**config.mk**
```make
export PLATFORM = sky130hd
export DESIGN_NAME = uart_rx_stream
export DESIGN_NICKNAME = d
export VERILOG_FILES = /design/src/rtl/uart_pkg.sv /design/src/rtl/uart_baud_tick.sv /design/src/rtl/uart_rx_stream.sv
export SDC_FILE = /design/constraint.sdc
export NUM_CORES = 1
export LEC_CHECK = 0
export CAP_MARGIN = 20
export CORE_MARGIN = 10
export CORE_UTILIZATION = 57
export DETAILED_ROUTE_END_ITERATION = 6
export MAX_ROUTING_LAYER = met4
export PLACE_DENSITY = 0.78
export SLEW_MARGIN = 30
export SYNTH_ARGS = -nofsm -noshare
export SYNTH_HDL_FRONTEND = slang
export SYNTH_HIERARCHICAL = 1
export SYNTH_SLANG_ARGS = --single-unit
```
**constraint.sdc**
```tcl
create_clock -name clk -period 3.45 [get_ports clk]
set_clock_uncertainty 0.2 [all_clocks]
set_input_delay 0.69 -clock clk [delete_from_list [all_inputs] [get_ports clk]]
set_output_delay 0.69 -clock clk [all_outputs]
set_load 0.01 [all_outputs]
```
**src/rtl/uart_pkg.sv**
```systemverilog
// Shared definitions for the UART receive/transmit paths.
//   rx_state_t : receiver FSM states
//   IDLE_LEVEL : line level while idle (and reset value of the rx synchronizer)
//   calc_div   : clocks per oversample tick
package uart_pkg;

    typedef enum logic [2:0] {
        StIdle,
        StStart,
        StData,
        StParity,
        StStop,
        StWaitHigh
    } rx_state_t;

    localparam logic IDLE_LEVEL = 1'b1;

    // Truncated divider; clamped to 1 so a too-fast baud still yields a working tick.
    function automatic int unsigned calc_div(input int unsigned clk_freq,
                                             input int unsigned baud,
                                             input int unsigned oversample);
        int unsigned div;
        div = clk_freq / (baud * oversample);
        return (div == 0) ? 32'd1 : div;
    endfunction

endpackage

```
**src/rtl/uart_baud_tick.sv**
```systemverilog
// Oversample tick generator, shared by the UART receiver and transmitter.
// Ports:
//   clk   : system clock
//   rst_n : synchronous active-low reset
//   clear : restart the divider (aligns ticks to a frame start); suppresses tick
//   tick  : one-cycle pulse every DIV clocks
module uart_baud_tick #(
    parameter int unsigned DIV = 651
) (
    input  logic clk,
    input  logic rst_n,
    input  logic clear,
    output logic tick
);

    localparam int unsigned CntW = (DIV > 1) ? $clog2(DIV) : 1;
    localparam logic [CntW-1:0] CntLast = CntW'(DIV - 1);

    logic [CntW-1:0] cnt_q, cnt_d;

    always_comb begin
        cnt_d = cnt_q + CntW'(1);
        if (clear || (cnt_q == CntLast)) begin
            cnt_d = '0;
        end
    end

    always_ff @(posedge clk) begin
        if (!rst_n) begin
            cnt_q <= '0;
        end else begin
            cnt_q <= cnt_d;
        end
    end

    assign tick = !clear && (cnt_q == CntLast);

endmodule

```
**src/rtl/uart_rx_stream.sv**
```systemverilog
// 8N1 UART receiver (16x oversampling) with a valid/ready output stream.
// Build option: define UART_RX_PARITY_EN to expect an even-parity bit after the data bits.
// Ports:
//   clk        : system clock
//   rst_n      : synchronous active-low reset
//   rx         : asynchronous serial input, idles high
//   data_out   : received byte, held while valid is high
//   valid      : byte available
//   ready      : consumer accepts the byte when valid && ready
//   frame_err  : one-cycle pulse, stop bit sampled low
//   overrun    : one-cycle pulse, a new byte was dropped because valid was still pending
//   parity_err : one-cycle pulse, parity mismatch (constant 0 without UART_RX_PARITY_EN)
module uart_rx_stream #(
    parameter int unsigned CLK_FREQ   = 100_000_000,
    parameter int unsigned BAUD       = 9600,
    parameter int unsigned OVERSAMPLE = 16,
    parameter int unsigned DATA_BITS  = 8
) (
    input  logic                 clk,
    input  logic                 rst_n,
    input  logic                 rx,
    output logic [DATA_BITS-1:0] data_out,
    output logic                 valid,
    input  logic                 ready,
    output logic                 frame_err,
    output logic                 overrun,
    output logic                 parity_err
);

    import uart_pkg::*;

`ifdef UART_RX_PARITY_EN
    localparam bit ParityEn = 1'b1;
`else
    localparam bit ParityEn = 1'b0;
`endif

    localparam int unsigned Div   = calc_div(CLK_FREQ, BAUD, OVERSAMPLE);
    localparam int unsigned TickW = $clog2(OVERSAMPLE);
    localparam int unsigned BitW  = $clog2(DATA_BITS + 1);
    localparam logic [TickW-1:0] HalfLast = TickW'(OVERSAMPLE / 2 - 1);
    localparam logic [TickW-1:0] FullLast = TickW'(OVERSAMPLE - 1);
    localparam logic [BitW-1:0]  BitLast  = BitW'(DATA_BITS - 1);

    rx_state_t state_q, state_d;

    logic                 rx_meta_q, rx_s_q, rx_prev_q;
    logic [TickW-1:0]     tick_cnt_q, tick_cnt_d;
    logic [BitW-1:0]      bit_cnt_q, bit_cnt_d;
    logic [DATA_BITS-1:0] shift_q, shift_d;
    logic                 par_bad_q, par_bad_d;
    logic [DATA_BITS-1:0] data_q, data_d;
    logic                 valid_q, valid_d;
    logic                 frame_err_q, frame_err_d;
    logic                 overrun_q, overrun_d;
    logic                 parity_err_q, parity_err_d;

    logic tick, start_edge, half_hit, full_hit, commit;

    // Input synchronizer plus one history flop for falling-edge detection.
    always_ff @(posedge clk) begin
        if (!rst_n) begin
            rx_meta_q <= IDLE_LEVEL;
            rx_s_q    <= IDLE_LEVEL;
            rx_prev_q <= IDLE_LEVEL;
        end else begin
            rx_meta_q <= rx;
            rx_s_q    <= rx_meta_q;
            rx_prev_q <= rx_s_q;
        end
    end

    assign start_edge = (state_q == StIdle) && rx_prev_q && !rx_s_q;

    uart_baud_tick #(
        .DIV (Div)
    ) u_baud_tick (
        .clk   (clk),
        .rst_n (rst_n),
        .clear (start_edge),
        .tick  (tick)
    );

    assign half_hit = tick && (tick_cnt_q == HalfLast);
    assign full_hit = tick && (tick_cnt_q == FullLast);

    // State register
    always_ff @(posedge clk) begin
        if (!rst_n) begin
            state_q <= StIdle;
        end else begin
            state_q <= state_d;
        end
    end

    // Next-state logic
    always_comb begin
        state_d = state_q;
        unique case (state_q)
            StIdle:     if (start_edge) state_d = StStart;
            StStart:    if (half_hit) state_d = rx_s_q ? StIdle : StData;
            StData:     if (full_hit && (bit_cnt_q == BitLast)) begin
                            state_d = ParityEn ? StParity : StStop;
                        end
            StParity:   if (full_hit) state_d = StStop;
            StStop:     if (full_hit) state_d = rx_s_q ? StIdle : StWaitHigh;
            StWaitHigh: if (rx_s_q) state_d = StIdle;
            default:    state_d = StIdle;
        endcase
    end

    // Datapath and output next-state logic
    always_comb begin
        tick_cnt_d   = tick_cnt_q;
        bit_cnt_d    = bit_cnt_q;
        shift_d      = shift_q;
        par_bad_d    = par_bad_q;
        commit       = 1'b0;
        frame_err_d  = 1'b0;
        parity_err_d = 1'b0;

        unique case (state_q)
            StIdle: begin
                tick_cnt_d = '0;
                bit_cnt_d  = '0;
                par_bad_d  = 1'b0;
            end
            StStart: begin
                if (half_hit) tick_cnt_d = '0;
                else if (tick) tick_cnt_d = tick_cnt_q + TickW'(1);
            end
            StData: begin
                if (full_hit) begin
                    tick_cnt_d = '0;
                    bit_cnt_d  = bit_cnt_q + BitW'(1);
                    shift_d    = {rx_s_q, shift_q[DATA_BITS-1:1]};  // LSB first
                end else if (tick) begin
                    tick_cnt_d = tick_cnt_q + TickW'(1);
                end
            end
            StParity: begin
                if (full_hit) begin
                    tick_cnt_d = '0;
                    par_bad_d  = rx_s_q != (^shift_q);
                end else if (tick) begin
                    tick_cnt_d = tick_cnt_q + TickW'(1);
                end
            end
            StStop: begin
                if (full_hit) begin
                    tick_cnt_d   = '0;
                    parity_err_d = par_bad_q;
                    frame_err_d  = !rx_s_q;
                    commit       = rx_s_q && !par_bad_q;
                end else if (tick) begin
                    tick_cnt_d = tick_cnt_q + TickW'(1);
                end
            end
            StWaitHigh: ;
            default: ;
        endcase
    end

    // Output stream: a pending byte is never overwritten; a new one is dropped instead.
    always_comb begin
        data_d    = data_q;
        valid_d   = valid_q;
        overrun_d = 1'b0;
        if (valid_q && ready) valid_d = 1'b0;
        if (commit) begin
            if (!valid_q || ready) begin
                data_d  = shift_q;
                valid_d = 1'b1;
            end else begin
                overrun_d = 1'b1;
            end
        end
    end

    always_ff @(posedge clk) begin
        if (!rst_n) begin
            tick_cnt_q   <= '0;
            bit_cnt_q    <= '0;
            shift_q      <= '0;
            par_bad_q    <= 1'b0;
            data_q       <= '0;
            valid_q      <= 1'b0;
            frame_err_q  <= 1'b0;
            overrun_q    <= 1'b0;
            parity_err_q <= 1'b0;
        end else begin
            tick_cnt_q   <= tick_cnt_d;
            bit_cnt_q    <= bit_cnt_d;
            shift_q      <= shift_d;
            par_bad_q    <= par_bad_d;
            data_q       <= data_d;
            valid_q      <= valid_d;
            frame_err_q  <= frame_err_d;
            overrun_q    <= overrun_d;
            parity_err_q <= parity_err_d;
        end
    end

    assign data_out   = data_q;
    assign valid      = valid_q;
    assign frame_err  = frame_err_q;
    assign overrun    = overrun_q;
    assign parity_err = ParityEn ? parity_err_q : 1'b0;

endmodule

```
==> metrics <==
H-tree depth 2; most frequent cell on the critical path nor2b_1; number of synthesized flops with an enable pin 0; compound-gate portion of the synthesized area 11.8%; total CTS buffers 5; Gate power share between 3 and 4%; Stages on worst setup path 10; Simple-Gate Fraction of Synth Area around a quarter; Ys Warns 6; WL/cell 14.4 um; Placed Instance Area 2230 sq um; Syn-to-layout area delta 10.7%; worst hold path class reg2reg; Post-Synth Adder-Cell Area under 10%; critical path class reg2reg; worst vdd ir 0.328 mV; Clock Root Buffer clkbuf_4; Setup Viol. Count Final 0; CTS tree yes; Internal 0.625 mW; largest family of logic cells by synthesized area simple AND/OR/NAND/NOR gates; share of cells above drive strength 1 under 10%; commonest non-fill, non-tap cell in the layout dfxtp_1; Area contributors post-synth dfxtp_1 43%, mux2i_1 5.3%, nand2_1 4.4%, a21boi_0 4.0%, nor2b_1 3.0%; Finished Layout Cells 278; clock share of power 32.4%; Post-Synth XOR/XNOR Area 7.02%; CP delay by family, top simple AND/OR/NAND/NOR gates; slowest stage delay, CP approximately 0.42 ns; register-to-register setup slack slightly above 0.4 ns; Setup crit end kind register; RSZ-0062 raised after global routing false; DR DRC count 0; Sw Ratio 23.3%; P_leak around 0.83 nW; total number of vias 1575; post-route ant nets 0; post-CTS setup buffers 0; most frequent cells in the layout 44 x dfxtp_1, 24 x nand2_1, 14 x clkdlybuf4s50_1, 11 x a21boi_0, 11 x mux2i_1; slowest stage cell on the critical path nor2b_1; crit-path cells inv_1 > ha_1 > nand4bb_1 > nor4_1 > nor2b_1 > nand4_4 > nor4_2 > nand2b_1 > mux2i_1 > nor2b_1; share of the synthesized area in the top cell type 42.6%; post-layout minimum cycle time between 3 and 4 ns; status completed; IO Port Bufs 14; antenna cells 0; final WL around 4000 um; GRT overflow 0; measured slew at the worst slew-check pin 0.571 ns; Die H about 80 um; design area about 2300 sq um; gr usage total a little over an eighth; largest net degree at the start of global routing 22; Max FO, Critical Path 10; TNS Setup 0 ns; Final Power around 0.81 mW; CP arrival 3.11 ns; fmax 329 MHz; sequential area share after synthesis about 43%; Initial Util approximately 61%; Worst Hold End rx_s_q$_SDFF_PN1_; Mapped Avg Cell Area between 9 and 10 sq um; Primary FF master, synth dfxtp_1; vias in the first global route 1514; site row count 21; CP required ~3.5 ns; R2R cell count 10; Hold Crit Depth 1; Worst Path Buf+Inv 1; PostCTS Resize Cnt 0; Synthesized Nets about 230; mux cell area share after synthesis 5.32%; final hold vios 0; final worst setup slack 0.414 ns; DR vias/cell about 5.7; final HPWL from detailed placement roughly 3000 um; Mapped Area slightly above 2000 sq um; Flop pwr share 63.9%; clock tree buffer depth 2; crit share post-route 88.0%; # IOs 16; post-synthesis register bit count 44; Horiz. Die Dim 80.2 um; Psw roughly 0.19 mW; Hold Startpoint rx_meta_q$_SDFF_PN1_; total core area 3420 sq um; post-synth cell types between 40 and 50; CTS hold repair buffers 0; critical path launch point type register; GPL Wtd Cong 0.774; Slew HR between 60% and 70%; initial antenna violation count 0; Max-cap violations 0; drt first pass iters 5; First DRT Iteration DRCs 86; CTS sink count 44; ys async rst share 0%; DIE AREA roughly 6400 sq um; global-route wire length before repair between 6000 and 7000 um; Gate Count Post-Synth 217; reg-to-reg endpoint data_out[4]$_SDFFE_PN0P_; pwr/cell area ~360 nW/um^2; fin nets around 240; Worst-path clk slew 0.13 ns; Slew Limit Fails 0; worst skew pair latency about 0.37 ns; DP Cell Count between 200 and 300; Setup WS pre-CTS 0.421 ns; reg2reg start u_baud_tick/cnt_q[0]$_SDFF_PP0_; leading area contributor after synthesis dfxtp_1
## cell families (layout without fill, tap and decap cells)
family | Yosys count | in the layout
mux | 11 | 11
flops | 44 | 44
buf+inv | 15 | 30
simple gates | 92 | 92
fa+ha+maj | 4 | 4
xor+xnor | 15 | 15
other cells | 1 | 1
compound gates | 35 | 35
## registers in the layout, summed over array words and instances, names as in the netlist
name / flops
bit_cnt_q: 4
data_out: 8
frame_err: 1
overrun: 1
par_bad_q: 1
rx_meta_q: 1
rx_prev_q: 1
rx_s_q: 1
shift_q: 8
state_q: 3
tick_cnt_q: 4
u_baud_tick/cnt_q: 10
valid: 1
## area by class of cell
cell class                 count  area (sq um)
fill                         277          1130
multi-input combinational    158          1100
sequential                    44           881
timing repair buffer          18           170
tap                           46          57.6
clock buffer                   6          51.3
inverter                       4          15.0
clock inverter                 2          10.0
## how the worst max path moves through the flow
stage	start	to	slack, ns
CTS	u_baud_tick/cnt_q[0]$_SDFF_PP0_	data_out[4]$_SDFFE_PN0P_	0.41
floorplan	u_baud_tick/cnt_q[0]$_SDFF_PP0_	bit_cnt_q[0]$_SDFFE_PN0P_	0.88
global route	u_baud_tick/cnt_q[1]$_SDFF_PP0_	data_out[4]$_SDFFE_PN0P_	0.12
detailed placement	u_baud_tick/cnt_q[0]$_SDFF_PP0_	data_out[4]$_SDFFE_PN0P_	0.42
finish	u_baud_tick/cnt_q[0]$_SDFF_PP0_	data_out[4]$_SDFFE_PN0P_	0.41
global placement	u_baud_tick/cnt_q[0]$_SDFF_PP0_	bit_cnt_q[0]$_SDFFE_PN0P_	0.61
## cell usage after synthesis (2+ instances only)
| master | n |
|---|---|
| buf_4 | 4 |
| nor2_1 | 9 |
| mux2i_1 | 11 |
| nand4_2 | 2 |
| o21a_1 | 2 |
| nand2_1 | 24 |
| nand2b_1 | 8 |
| clkbuf_1 | 2 |
| and3_1 | 2 |
| nor3_1 | 7 |
| xor2_1 | 7 |
| o21ai_0 | 7 |
| nand3_1 | 8 |
| nor3b_1 | 3 |
| a21boi_0 | 11 |
| or3_1 | 6 |
| nor2b_1 | 10 |
| inv_1 | 4 |
| ha_1 | 4 |
| buf_2 | 3 |
| a21oi_1 | 3 |
| xnor2_1 | 7 |
| dfxtp_1 | 44 |
| a211oi_1 | 6 |
| nand3b_1 | 2 |
## through the flow
step	hold WS (ns)	utilization, %
5_1_grt	0.241	67.0
3_5_place_dp	0.202	65.2
4_1_cts	0.232	67.0
6_report	0.227	67.0
2_1_floorplan	0.186	-
3_3_place_gp	0.198	65.2
## power groups by stage
| stage | logic (mW) | registers (mW) | clock network [mW] |
|---|---|---|---|
| after detailed placement | 0.0294 | 0.532 | 0 |
| after floorplan | 0.0248 | 0.529 | 0 |
| final | 0.0295 | 0.521 | 0.264 |
| after global placement | 0.0286 | 0.531 | 0 |
| after global routing | 0.0323 | 0.522 | 0.294 |
| after CTS | 0.0295 | 0.521 | 0.271 |
## per-layer routing
| layer | GRT usage, % | routed length, um | vias up | part of all wire (%) |
|---|---|---|---|---|
| met4 | 6.51 | 77 | 0 | 1.9 |
| met5 | - | 0 | - | 0 |
| met1 | 14.2 | 1680 | 751 | 42 |
| li1 | - | - | 782 | - |
| met2 | 22.7 | 1990 | 34 | 50 |
| met3 | 4.68 | 246 | 8 | 6.2 |
(Power assumes the default switching activity.)
